$ cat src/rtl/pio_in_pkg.sv
// Shared definitions for the input PIO: register word addresses, the
// debounce counter width and the register-index type used by the slave decode.
package pio_in_pkg;

    typedef logic [2:0] reg_idx_t;

    localparam reg_idx_t ADDR_DATA = 3'd0;
    localparam reg_idx_t ADDR_MASK = 3'd2;
    localparam reg_idx_t ADDR_EDGE = 3'd3;
    localparam reg_idx_t ADDR_RISE = 3'd4;
    localparam reg_idx_t ADDR_FALL = 3'd5;

    localparam int unsigned DB_CNT_W = 16;

endpackage

$ cat src/rtl/pio_in_debounce.sv
// Single-bit debounce cell: dout follows din only after din has differed
// from the current stable value for DB_CYCLES consecutive clocks.
// Ports: clk, reset (sync, active-high), din (synchronised bit), dout (stable bit).
module pio_in_debounce
    import pio_in_pkg::*;
#(
    parameter int unsigned DB_CYCLES = 16
) (
    input  logic clk,
    input  logic reset,
    input  logic din,
    output logic dout
);

    logic [DB_CNT_W-1:0] db_cnt;
    logic                db_q;

    // Count consecutive disagreeing cycles; any agreement restarts the count.
    always_ff @(posedge clk) begin
        if (reset) begin
            db_cnt <= '0;
            db_q   <= 1'b0;
        end else if (din != db_q) begin
            if (db_cnt == DB_CNT_W'(DB_CYCLES - 1)) begin
                db_q   <= din;
                db_cnt <= '0;
            end else begin
                db_cnt <= db_cnt + DB_CNT_W'(1);
            end
        end else begin
            db_cnt <= '0;
        end
    end

    assign dout = db_q;

endmodule

$ cat src/rtl/pio_in_edge_capture.sv
// Avalon-MM slave input PIO with synchroniser, per-bit rise/fall edge
// selection, W1C edge capture, interrupt masking and post-reset priming
// that suppresses spurious edges from pins already high at reset.
// Optional debounce stage enabled by defining PIO_DEBOUNCE_EN.
// Ports:
//   clk, reset     - system clock, synchronous active-high reset
//   address        - word address (0 DATA, 2 MASK, 3 EDGE, 4 RISE_EN, 5 FALL_EN)
//   chipselect, write_n, writedata - Avalon-MM write interface
//   in_port        - asynchronous pin inputs
//   readdata       - registered read data, 1-cycle latency
//   irq            - interrupt request, OR of masked captured edges
module pio_in_edge_capture
    import pio_in_pkg::*;
#(
    parameter int unsigned     WIDTH       = 10,
    parameter int unsigned     SYNC_STAGES = 2,
    parameter logic [WIDTH-1:0] RISE_RST   = '1,
    parameter int unsigned     DB_CYCLES   = 16
) (
    input  logic             clk,
    input  logic             reset,
    input  logic [2:0]       address,
    input  logic             chipselect,
    input  logic             write_n,
    input  logic [31:0]      writedata,
    input  logic [WIDTH-1:0] in_port,
    output logic [31:0]      readdata,
    output logic             irq
);

    localparam int unsigned PRIME_W = 3;
    localparam logic [PRIME_W-1:0] PRIME_DONE = PRIME_W'(SYNC_STAGES + 1);

    logic [SYNC_STAGES-1:0][WIDTH-1:0] sync_r;
    logic [WIDTH-1:0] sync_q;
    logic [WIDTH-1:0] filt;
    logic [WIDTH-1:0] prev;
    logic [PRIME_W-1:0] prime_cnt;
    logic             primed;
    logic [WIDTH-1:0] irq_mask;
    logic [WIDTH-1:0] edge_cap;
    logic [WIDTH-1:0] rise_en;
    logic [WIDTH-1:0] fall_en;
    logic [WIDTH-1:0] edge_detect;
    logic [WIDTH-1:0] edge_clr;
    logic [WIDTH-1:0] wdata;
    logic             wr_en;
    logic [31:0]      rd_mux;
    logic [31:0]      unused_writedata;

    assign wr_en            = chipselect & ~write_n;
    assign wdata            = writedata[WIDTH-1:0];
    assign unused_writedata = writedata;

    // Input synchroniser, shifting from stage 0 towards the last stage.
    always_ff @(posedge clk) begin
        if (reset) begin
            sync_r <= '0;
        end else begin
            sync_r <= {sync_r[SYNC_STAGES-2:0], in_port};
        end
    end

    assign sync_q = sync_r[SYNC_STAGES-1];

`ifdef PIO_DEBOUNCE_EN
    for (genvar i = 0; i < WIDTH; i++) begin : g_db
        pio_in_debounce #(
            .DB_CYCLES (DB_CYCLES)
        ) u_db (
            .clk   (clk),
            .reset (reset),
            .din   (sync_q[i]),
            .dout  (filt[i])
        );
    end
`else
    logic [15:0] unused_db_cycles;
    assign unused_db_cycles = 16'(DB_CYCLES);
    assign filt = sync_q;
`endif

    // Edge detection is held off until the synchroniser has flushed reset zeros.
    always_ff @(posedge clk) begin
        if (reset) begin
            prime_cnt <= '0;
        end else if (!primed) begin
            prime_cnt <= prime_cnt + PRIME_W'(1);
        end
    end

    assign primed = (prime_cnt == PRIME_DONE);

    assign edge_detect = {WIDTH{primed}} &
                         (((filt & ~prev) & rise_en) | ((~filt & prev) & fall_en));

    assign edge_clr = (wr_en && (address == ADDR_EDGE)) ? wdata : '0;

    // Register file, capture (new edges override a same-cycle clear) and read pipe.
    always_ff @(posedge clk) begin
        if (reset) begin
            prev     <= '0;
            irq_mask <= '0;
            edge_cap <= '0;
            rise_en  <= RISE_RST;
            fall_en  <= '0;
            readdata <= '0;
        end else begin
            prev     <= filt;
            edge_cap <= (edge_cap & ~edge_clr) | edge_detect;
            readdata <= rd_mux;
            if (wr_en && (address == ADDR_MASK)) irq_mask <= wdata;
            if (wr_en && (address == ADDR_RISE)) rise_en  <= wdata;
            if (wr_en && (address == ADDR_FALL)) fall_en  <= wdata;
        end
    end

    // Read mux; unmapped addresses and upper bits read zero.
    always_comb begin
        rd_mux = '0;
        case (address)
            ADDR_DATA: rd_mux = 32'(filt);
            ADDR_MASK: rd_mux = 32'(irq_mask);
            ADDR_EDGE: rd_mux = 32'(edge_cap);
            ADDR_RISE: rd_mux = 32'(rise_en);
            ADDR_FALL: rd_mux = 32'(fall_en);
            default:   rd_mux = '0;
        endcase
    end

    assign irq = |(edge_cap & irq_mask);

endmodule

$ cat config.mk
export PLATFORM = sky130hd
export DESIGN_NAME = pio_in_edge_capture
export DESIGN_NICKNAME = d
export VERILOG_FILES = /design/src/rtl/pio_in_pkg.sv /design/src/rtl/pio_in_debounce.sv /design/src/rtl/pio_in_edge_capture.sv
export SDC_FILE = /design/constraint.sdc
export NUM_CORES = 1
export LEC_CHECK = 0
export ABC_AREA = 1
export ABC_CLOCK_PERIOD_IN_PS = 3900
export CAP_MARGIN = 20
export CORE_MARGIN = 4
export CORE_UTILIZATION = 49
export CTS_CLUSTER_DIAMETER = 200
export CTS_CLUSTER_SIZE = 12
export DETAILED_ROUTE_END_ITERATION = 12
export PLACE_DENSITY = 0.89
export SLEW_MARGIN = 20
export SYNTH_ARGS = -nofsm -noshare
export SYNTH_HDL_FRONTEND = slang
export SYNTH_HIERARCHICAL = 1
export SYNTH_SLANG_ARGS = --single-unit
$ cat constraint.sdc
create_clock -name clk -period 3.9 [get_ports clk]
set_clock_uncertainty 0.05 [all_clocks]
set_input_delay 0.78 -clock clk [delete_from_list [all_inputs] [get_ports clk]]
set_output_delay 0.78 -clock clk [all_outputs]
set_load 0.05 [all_outputs]
==> After elaboration in Yosys (flattened, before gate mapping) <==
Index checks and enable logic that the tools add are counted.
{ "totals": {"register_bits": 105, "input_bits": 49, "out_inout_bits": 33} }
{ "classes": {"n_addsub": 1, "eq_ne": 5, "n_mux": 2, "bitwise": 14, "n_reduce_logical": 6} }
{ "op_table": {"columns": ["operator", "n"], "rows": [
  ["10-bit bitwise AND", 7],
  ["10-bit one-hot mux with 5 select lines", 1],
  ["10-bit inverter", 3],
  ["10-bit OR", 2],
  ["10-bit two-way mux", 1],
  ["10-bit OR reduction", 1],
  ["3-bit by 2-bit == test with 1-bit output, second input constant", 3],
  ["3-bit == test, second input constant", 2],
  ["1-bit logical AND", 4],
  ["3-bit by 1-bit adder with 3-bit output, second input constant", 1],
  ["3-bit logical NOT", 1],
  ["1-bit bitwise AND", 1],
  ["1-bit inverter", 1]
]} }

==> Logic depth before layout (Yosys ltp) <==
Gate-level depths: netlist (run 1).
{ "logic_depth": {"depth_word": 7, "depth_mapped": 7, "mapped_depth_nobuf": 7} }

==> Least setup slack after synthesis (run 1) <==
OpenSTA, ideal clock, no wires.
{ "synth_path": {"path_type": "flip-flop to output port", "from": "reg edge_cap[7]", "to": "out irq", "arrival_ns": 0.923, "t_required_ns": 3.070, "setup_slack_ns": 2.147, "stages_incl_launch_ff": 5, "path_buffers": 0, "path_cell_list": "dfxtp_1 -> nand2_1 -> nand4_1 -> nor2_1 -> nand3_1"} }
{ "synth_via": {"elab_chain_len": 2} }
{ "synth_rtl": {"columns": ["item", "line_no", "source"], "rows": [
  ["from (decl)", "pio_in_edge_capture.sv:41", "logic [WIDTH-1:0] edge_cap;"],
  ["from (signal assigned)", "pio_in_edge_capture.sv:110", "edge_cap <= (edge_cap & ~edge_clr) | edge_detect;"],
  ["10-bit bitwise AND", "pio_in_edge_capture.sv:131", "assign irq = |(edge_cap & irq_mask);"],
  ["10-bit OR reduction", "pio_in_edge_capture.sv:131", null],
  ["to (decl)", "pio_in_edge_capture.sv:28", "output logic irq"]
]} }
Every way passes these cells.

==> Worst setup path in the final report (run 1) <==
{ "layout_path": {"from": "reg edge_cap[1]", "to": "out irq"} }
Same word-level chain as after synthesis.

==> flow_summary.ini, run 1 <==
[run_status]
status = completed

[placed_design]
port-buffer-count = 37
hpwl_um = 5256
place_congestion = 0.8857

[timing]
timing.hold.ws_ns = 0.3514
min_period_ns = 2.683
worstMarginPinSlew_ns = 0.9468
fmax_ghz = 0.3727
relSlewSlack = 0.3681
final.setup.tns_ns = 0
final-hold-violation-count = 0
slew_violations = 0
setup_viol = 0
rsz0062_at_grt = false
finalCritPeriodShare = 0.6880

[clock_network]
path_clk_slew_ns = 0.08
cts_hold_buf = 0
clock-root-buffer = clkbuf_8
h-tree-depth = 3
cts_tree = done
clk_latency_ns = 0.35
cts_setup_buffers = 0
numCtsBuffers = 9
cts_buffer_depth = 2
cts_resized = 0
cts.sinks = 83

[yosys]
netlist_area_mm2 = 0.003511
synth_cell_types = 20
syn_area_per_cell_um2 = 7.107
ys_seq_area_frac = 0.4733
synth_cells = 494
synth_seq_cells = 83
ys_warn_count = 6

[layout]
fillCellCount = 626
layout_common_cells = nor2_1 (107), nand2_1 (91), dfxtp_1 (83), nand3_1 (64), inv_1 (37)
final_common_cell = nor2_1
syn_to_final_growth_pct = 15.54
post_route_cells_drive_above_1_share = 0.05482
antenna_cells = 0
nNetsFinal = 576

[worst_setup_path]
max_stage_delay_ns = 0.81
crit_type = reg2out
path_max_fanout = 3
reg2reg_depth = 5
worst-path-buf-inv = 1
cp.arrival_ns = 1.85
crit_family = buffers and inverters
cp.required_ns = 3.07
end_kind = output pin
slowest_stage = clkdlybuf4s50_1
worstSetupStartpoint = edge_cap[1]
crit_chain = nand2_1 > nand4_1 > nor2_1 > nand3_1 > clkdlybuf4s50_1
crit_path_start_kind = flop
rrSetupSlack_ns = 2.25
worstReg2RegEnd = prime_cnt[2]
reg2reg_from = prime_cnt[0]

[min_path]
hold_path_depth = 2
min_path_type = reg2reg
min-delay-start = sync_r[1]
holdPathEnd = filt[1]

[global_routing]
grt_pass1_wl_um = 13710
grt_max_degree = 52
grt_util_all_layers = 0.2023
gr-total-overflow = 0
antenna_found_initial = 0
grt_pass1_vias = 2962

[detailed_routing]
num_vias = 3270
vias_per_cell = 5.232
routed_wl_um = 8315
drc_errors = 0
final_antenna_net_count = 0
dr.pass1.iters = 5
drt_iter0_markers = 338
wire_per_inst_um = 13.30

[floorplan]
core_area_mm2 = 0.006869
die_x_um = 92.65
dieArea_mm2 = 0.008583
start_util = 0.5111
dieHeight_um = 92.65
core.rowCount = 30
num_io_pins = 82

[pwr]
powerDensity_mw_per_mm2 = 430.2
p_leak_uw = 0.001779
ir_drop_mv = 0.2549

[run]
cap_violations = 0
-- cell usage after synthesis (all sizes together) --
cell type	number	area, um^2
ha	2	25.02
inv	41	153.9
clkinv	1	3.750
buf	32	220.2
xor2	1	8.760
nand4	19	118.9
o21ai	24	120.1
clkbuf	14	52.55
nor2	109	419.2
nand3	64	320.3
dfxtp	83	1662
conb	1	3.750
a21oi	11	55.05
nand2	92	347.8
-- logic make-up after synthesis --
group	share of synthesized area
compound gates	0.04989
other cells	0.001068
xor+xnor	0.002495
fa+ha+maj	0.007126
simple gates	0.3436
flops	0.4733
buf+inv	0.1226
-- final cells by class --
cell class                 instances  area [um^2]  area share
clock buffer                      13        158.9     0.03917
clock inverter                     2        35.03    0.008637
inverter                          42        157.7     0.03886
multi-input combinational        344         1498      0.3692
sequential                        83         1662      0.4096
tap                               96        120.1     0.02961
timing repair buffer              45        425.4      0.1049
-- layer usage --
metal  share of wire  GRT usage  routed length (um)  vias up
met5               0          0                   0        -
met4           0.029    0.09890                 238        0
met3           0.086    0.05524                 711       29
met2            0.48     0.3184                3967      160
met1            0.41     0.2556                3398     1489
li1                -          -                   -     1592
-- sequential cells by signal, summed over array words and instances, names as in the netlist --
| name | flops |
|---|---|
| edge_cap | 10 |
| fall_en | 10 |
| filt | 10 |
| irq_mask | 10 |
| prev | 10 |
| readdata | 10 |
| rise_en | 10 |
| sync_r | 10 |
| prime_cnt | 3 |
-- worst register-to-register path, delay by kind of cell, from the launching register on --
kind / cells / cell delay [ns]
AO/OA/AOI/OAI: 2 / 0.25
adder cells (fa/ha/maj): 2 / 0.71
buffers and inverters: 1 / 0.17
flip-flops: 1 / 0.37
-- worst max-delay path by stage --
stage / end / depth (start not counted)
floorplan: irq / 4
global placement: rise_en[7] / 9
detailed placement: rise_en[0] / 9
CTS: irq / 5
global route: irq / 5
finish: irq / 5
-- metrics by stage --
step | total power [uW] | utilization | cell area, um^2 | worst slack [ns] | instances
after global placement | 1137 | 0.5623 | 3862 | 0.9929 | 610
after global routing | 1813 | 0.5905 | 4056 | 1.119 | 625
after detailed placement | 1145 | 0.5623 | 3862 | 0.9447 | 610
final | 1745 | 0.5905 | 4056 | 1.217 | 625
after floorplan | 1091 | - | 3590 | 2.147 | 515
after CTS | 1750 | 0.5905 | 4056 | 1.220 | 625
-- report_power, final --
group          internal, uW  switching, uW
combinational          67.3            160
clock                   327            289
sequential              883           18.5
Note: power is estimated with default switching activity, not from simulation.
==> run 2, diff against run 1 <==
--- a/config.mk
+++ b/config.mk
@@ -6,14 +6,14 @@
 export NUM_CORES = 1
 export LEC_CHECK = 0
 export ABC_AREA = 1
-export ABC_CLOCK_PERIOD_IN_PS = 3900
+export ABC_CLOCK_PERIOD_IN_PS = 2460
 export CAP_MARGIN = 20
 export CORE_MARGIN = 4
-export CORE_UTILIZATION = 49
+export CORE_UTILIZATION = 45
 export CTS_CLUSTER_DIAMETER = 200
 export CTS_CLUSTER_SIZE = 12
 export DETAILED_ROUTE_END_ITERATION = 12
-export PLACE_DENSITY = 0.89
+export PLACE_DENSITY = 0.86
 export SLEW_MARGIN = 20
 export SYNTH_ARGS = -nofsm -noshare
 export SYNTH_HDL_FRONTEND = slang
==> constraint.sdc (replaced) <==
create_clock -name clk -period 2.46 [get_ports clk]
set_clock_uncertainty 0.05 [all_clocks]
set_input_delay 0.492 -clock clk [delete_from_list [all_inputs] [get_ports clk]]
set_output_delay 0.492 -clock clk [all_outputs]
set_load 0.05 [all_outputs]
==> run 2 against run 1 <==
Clock-buffer cell count did not move. Total power rose by 59%. Clock power rose by 57%. Sequential power rose by 59%. Largest power group unchanged. Utilization fell by 3.0 points. Critical path depth fell by 4.
==> flow_summary.ini, run 2 (synthesized netlist as in run 1, its figures left out) <==
[run_status]
status = completed

[pwr]
pwr-share-clk = 0.348
ir_drop_mv = 0.4030
pwr-share-seq = 0.516
power.switching_uw = 738.8
p_leak_uw = 0.001857
power_switching_share = 0.2663
powerDensity_mw_per_mm2 = 668.1
power.internal_uw = 2035
power_frac_comb = 0.136

[floorplan]
dieHeight_um = 96.33
core.rowCount = 31
num_io_pins = 82
core_area_mm2 = 0.007408
die_x_um = 96.33
dieArea_mm2 = 0.009279
start_util = 0.4739

[detailed_routing]
vias_per_cell = 5.186
wl_met2_um = 4045
drt_iter0_markers = 209
num_vias = 3319
drc_errors = 0
wire_per_inst_um = 13.52
final_antenna_net_count = 0
wl_met1_um = 3488
route.met3.wl_um = 830
dr.pass1.iters = 5
dr.max_layer_used = met4
routed_wl_um = 8653

[worst_setup_path]
cp.required_ns = 1.92
crit_type = reg2out
crit_chain = clkdlybuf4s50_1
path_max_fanout = 1
max_stage_delay_ns = 0.80
crit_path_start_kind = flop
end_kind = output pin
cp.arrival_ns = 1.47
crit_family = buffers and inverters
slowest_stage = clkdlybuf4s50_1
worst-path-buf-inv = 1

[placed_design]
place_area_mm2 = 0.003956
port-buffer-count = 37
dp_cells = 625
hpwl_um = 5877
place_congestion = 0.8398

[clock_network]
path_clk_slew_ns = 0.07
cts_buffer_depth = 2
numCtsBuffers = 9
cts_hold_buf = 0
cts_tree = done
clk_latency_ns = 0.35
clock-root-buffer = clkbuf_8
cts.sinks = 83
h-tree-depth = 3

[layout]
post_route_cells_drive_above_1_share = 0.07579
layout_common_cells = nor2_1 (107), nand2_1 (91), dfxtp_1 (83), nand3_1 (64), inv_1 (37)
fin_cells = 640
nNetsFinal = 588
stdcell_area_mm2 = 0.004153
final_common_cell = nor2_1
fillCellCount = 679
syn_to_final_growth_pct = 18.28
antenna_cells = 0
fin_util = 0.5605

[global_routing]
gr-total-overflow = 0
grt_util_all_layers = 0.1977
grt_pass1_vias = 3095
antenna_found_initial = 0
grt_pass1_wl_um = 14010
grt_max_degree = 36

[timing]
worstMarginPinSlew_ns = 0.6407
min_period_ns = 2.012
rsz0062_at_grt = false
final.setup.tns_ns = 0
fmax_ghz = 0.4970
final-hold-violation-count = 0
relSlewSlack = 0.5729
finalCritPeriodShare = 0.8179
setup_viol = 0
slew_violations = 0

[run]
cap_violations = 0

[min_path]
min_path_type = reg2reg
## run 2: cell count changes in the layout (fill, tap and decap cells not counted)
cell and change:
dlymetal6s2s_1 +1, clkdlybuf4s50_1 -1, buf_4 +12
## run 2: metal layers
| layer | global-route usage | vias to the layer above |
|---|---|---|
| met5 | 0 | - |
| met4 | 0.1285 | 0 |
| met3 | 0.03206 | 35 |
| met2 | 0.3163 | 187 |
| met1 | 0.2453 | 1489 |
| li1 | - | 1608 |
## run 2: worst paths after layout
path                 from            to  slack [ns]  cells past startpoint
min reg2reg     sync_r[6]       filt[6]        0.36                      2
min             sync_r[6]       filt[6]        0.36                      2
max reg2reg  prime_cnt[0]  prime_cnt[2]        0.80                      5
max           readdata[4]   readdata[4]        0.45                      1
## run 2: through the flow
| step | power, uW | hold WS, ns | setup WS [ns] |
|---|---|---|---|
| after floorplan | 1730 | 0.3383 | 0.9952 |
| after global placement | 1817 | 0.3391 | 0.2812 |
| after detailed placement | 1834 | 0.3444 | 0.2271 |
| after CTS | 2788 | 0.3559 | 0.05204 |
| after global routing | 2883 | 0.3670 | 0.3376 |
| final | 2774 | 0.3558 | 0.4479 |
## run 2: final cells by class
class                           count  area [um^2]  area share
Clock buffer                       13        158.9     0.03826
Clock inverter                      2        35.03    0.008436
Inverter                           42        157.7     0.03796
Multi-Input combinational cell    344         1498      0.3607
Sequential cell                    83         1662      0.4001
Tap cell                           99        123.9     0.02983
Timing Repair Buffer               57        518.0      0.1247
## run 2: power by group through the flow
stage / Combinational [uW] / Sequential (uW) / Clock [uW]
finish: 378 / 1430 / 965
CTS: 374 / 1430 / 983
floorplan: 256 / 1470 / 0
global placement: 360 / 1460 / 0
global route: 413 / 1440 / 1030
detailed placement: 372 / 1460 / 0
## run 2: repair_timing
item	in CTS	in global routing
endpoints found under the hold margin	0	0
buffers inserted	0	0
endpoints found under the setup margin	0	1
resized for setup	0	1
==> run 3, diff against run 2 <==
--- a/config.mk
+++ b/config.mk
@@ -6,14 +6,14 @@
 export NUM_CORES = 1
 export LEC_CHECK = 0
 export ABC_AREA = 1
-export ABC_CLOCK_PERIOD_IN_PS = 2460
+export ABC_CLOCK_PERIOD_IN_PS = 2000
 export CAP_MARGIN = 20
 export CORE_MARGIN = 4
-export CORE_UTILIZATION = 45
+export CORE_UTILIZATION = 49
 export CTS_CLUSTER_DIAMETER = 200
 export CTS_CLUSTER_SIZE = 12
 export DETAILED_ROUTE_END_ITERATION = 12
-export PLACE_DENSITY = 0.86
+export PLACE_DENSITY = 0.89
 export SLEW_MARGIN = 20
 export SYNTH_ARGS = -nofsm -noshare
 export SYNTH_HDL_FRONTEND = slang
==> constraint.sdc (replaced) <==
create_clock -name clk -period 2 [get_ports clk]
set_clock_uncertainty 0.05 [all_clocks]
set_input_delay 0.4 -clock clk [delete_from_list [all_inputs] [get_ports clk]]
set_output_delay 0.4 -clock clk [all_outputs]
set_load 0.05 [all_outputs]
==> run 3 against run 2 <==
Combinational power is 24% higher. Via count is 1.8% higher. Sequential power is 23% higher. Largest power group unchanged. Total power is 26% higher. Die area is 7.5% lower. Critical path depth stayed put. Cell area is 1.5% higher. Critical endpoint is now readdata[0]. Non-clock buffer count is 7 higher.
==> flow_summary.ini, run 3 (synthesized netlist as in run 1, its figures left out) <==
[floorplan]
core.rowCount = 30
core_area_mm2 = 0.006869
die_x_um = 92.65
dieHeight_um = 92.65
start_util = 0.5111
dieArea_mm2 = 0.008583
num_io_pins = 82

[worst_setup_path]
cp.required_ns = 1.55
path_max_fanout = 1
crit_path_start_kind = flop
cp.arrival_ns = 1.48
worst-path-buf-inv = 1
crit_type = reg2out
slowest_stage = clkdlybuf4s50_1
crit_family = buffers and inverters
end_kind = output pin
max_stage_delay_ns = 0.80
crit_chain = clkdlybuf4s50_1

[timing]
min_period_ns = 1.929
relSlewSlack = 0.6608
final-hold-violation-count = 0
setup_ws_ns = 0.07144
rsz0062_at_grt = false
worstMarginPinSlew_ns = 0.5072
setup_viol = 0
fmax_ghz = 0.5185
finalCritPeriodShare = 0.9643
slew_violations = 0

[clock_network]
cts.sinks = 83
clock-root-buffer = clkbuf_8
path_clk_slew_ns = 0.07
cts_tree = done
numCtsBuffers = 9
cts_setup_buffers = 0
cts_buffer_depth = 2
h-tree-depth = 3
cts_resized = 0
cts_hold_buf = 0
clk_latency_ns = 0.36

[placed_design]
place_area_mm2 = 0.004003
port-buffer-count = 37
hpwl_um = 5732
pre_cts_ws_ns = -0.01891
place_congestion = 0.9000

[detailed_routing]
drt_iter0_markers = 251
final_antenna_net_count = 0
drc_errors = 0
routed_wl_um = 8598
wire_per_inst_um = 13.33
vias_per_cell = 5.240
dr.pass1.iters = 5
num_vias = 3380

[min_path]
min_path_type = reg2reg

[layout]
syn_to_final_growth_pct = 20.06
nNetsFinal = 595
layout_common_cells = nor2_1 (107), nand2_1 (91), dfxtp_1 (83), nand3_1 (64), inv_1 (37)
stdcell_area_mm2 = 0.004215
antenna_cells = 0
final_common_cell = nor2_1
post_route_cells_drive_above_1_share = 0.09472

[global_routing]
grt_util_all_layers = 0.2044
antenna_found_initial = 0
grt_pass1_wl_um = 14010
grt_max_degree = 33
grt_pass1_vias = 3203
gr-total-overflow = 0

[pwr]
ir_drop_mv = 0.3349
p_leak_uw = 0.001884
powerDensity_mw_per_mm2 = 827.5

[run_status]
status = completed

[run]
cap_violations = 0
-- run 3: final cells by class --
cell class,instances,area [um^2]
fillers,600,2654
flip-flops and latches,83,1662
multi-input cells,344,1498
repair buffers,64,565.5
clock buffers,12,165.2
inverters,42,157.7
well taps,96,120.1
clock inverters,4,47.55
-- run 3: per-stage QoR --
step	hold WS (ns)	instances	power (uW)	utilization	TNS [ns]
floorplan	0.3383	515	2128	-	0
detailed placement	0.3457	629	2258	0.5827	-0.06132
CTS	0.3566	645	3498	0.6137	0
global placement	0.3405	629	2239	0.5827	0
global route	0.3764	645	3624	0.6137	0
finish	0.3543	645	3488	0.6137	0
-- run 3: power by group --
part           switching (uW)  internal (uW)
sequential               37.4           1720
combinational             320            150
clock                     585            675
-- run 3: path summary, 6_finish.rpt --
path / startpoint / end / slack [ns] / cells past startpoint
min reg2reg: sync_r[9] / filt[9] / 0.35 / 2
min: sync_r[9] / filt[9] / 0.35 / 2
max: readdata[0] / readdata[0] / 0.07 / 1
max reg2reg: prime_cnt[0] / prime_cnt[2] / 0.60 / 6
-- run 3: per-layer routing --
layer | GRT usage | wire length (um) | up-vias
met4 | 0.1258 | 262 | 0
met3 | 0.05118 | 759 | 36
met2 | 0.3311 | 4010 | 182
li1 | - | - | 1622
met5 | 0 | 0 | -
met1 | 0.2425 | 3565 | 1540
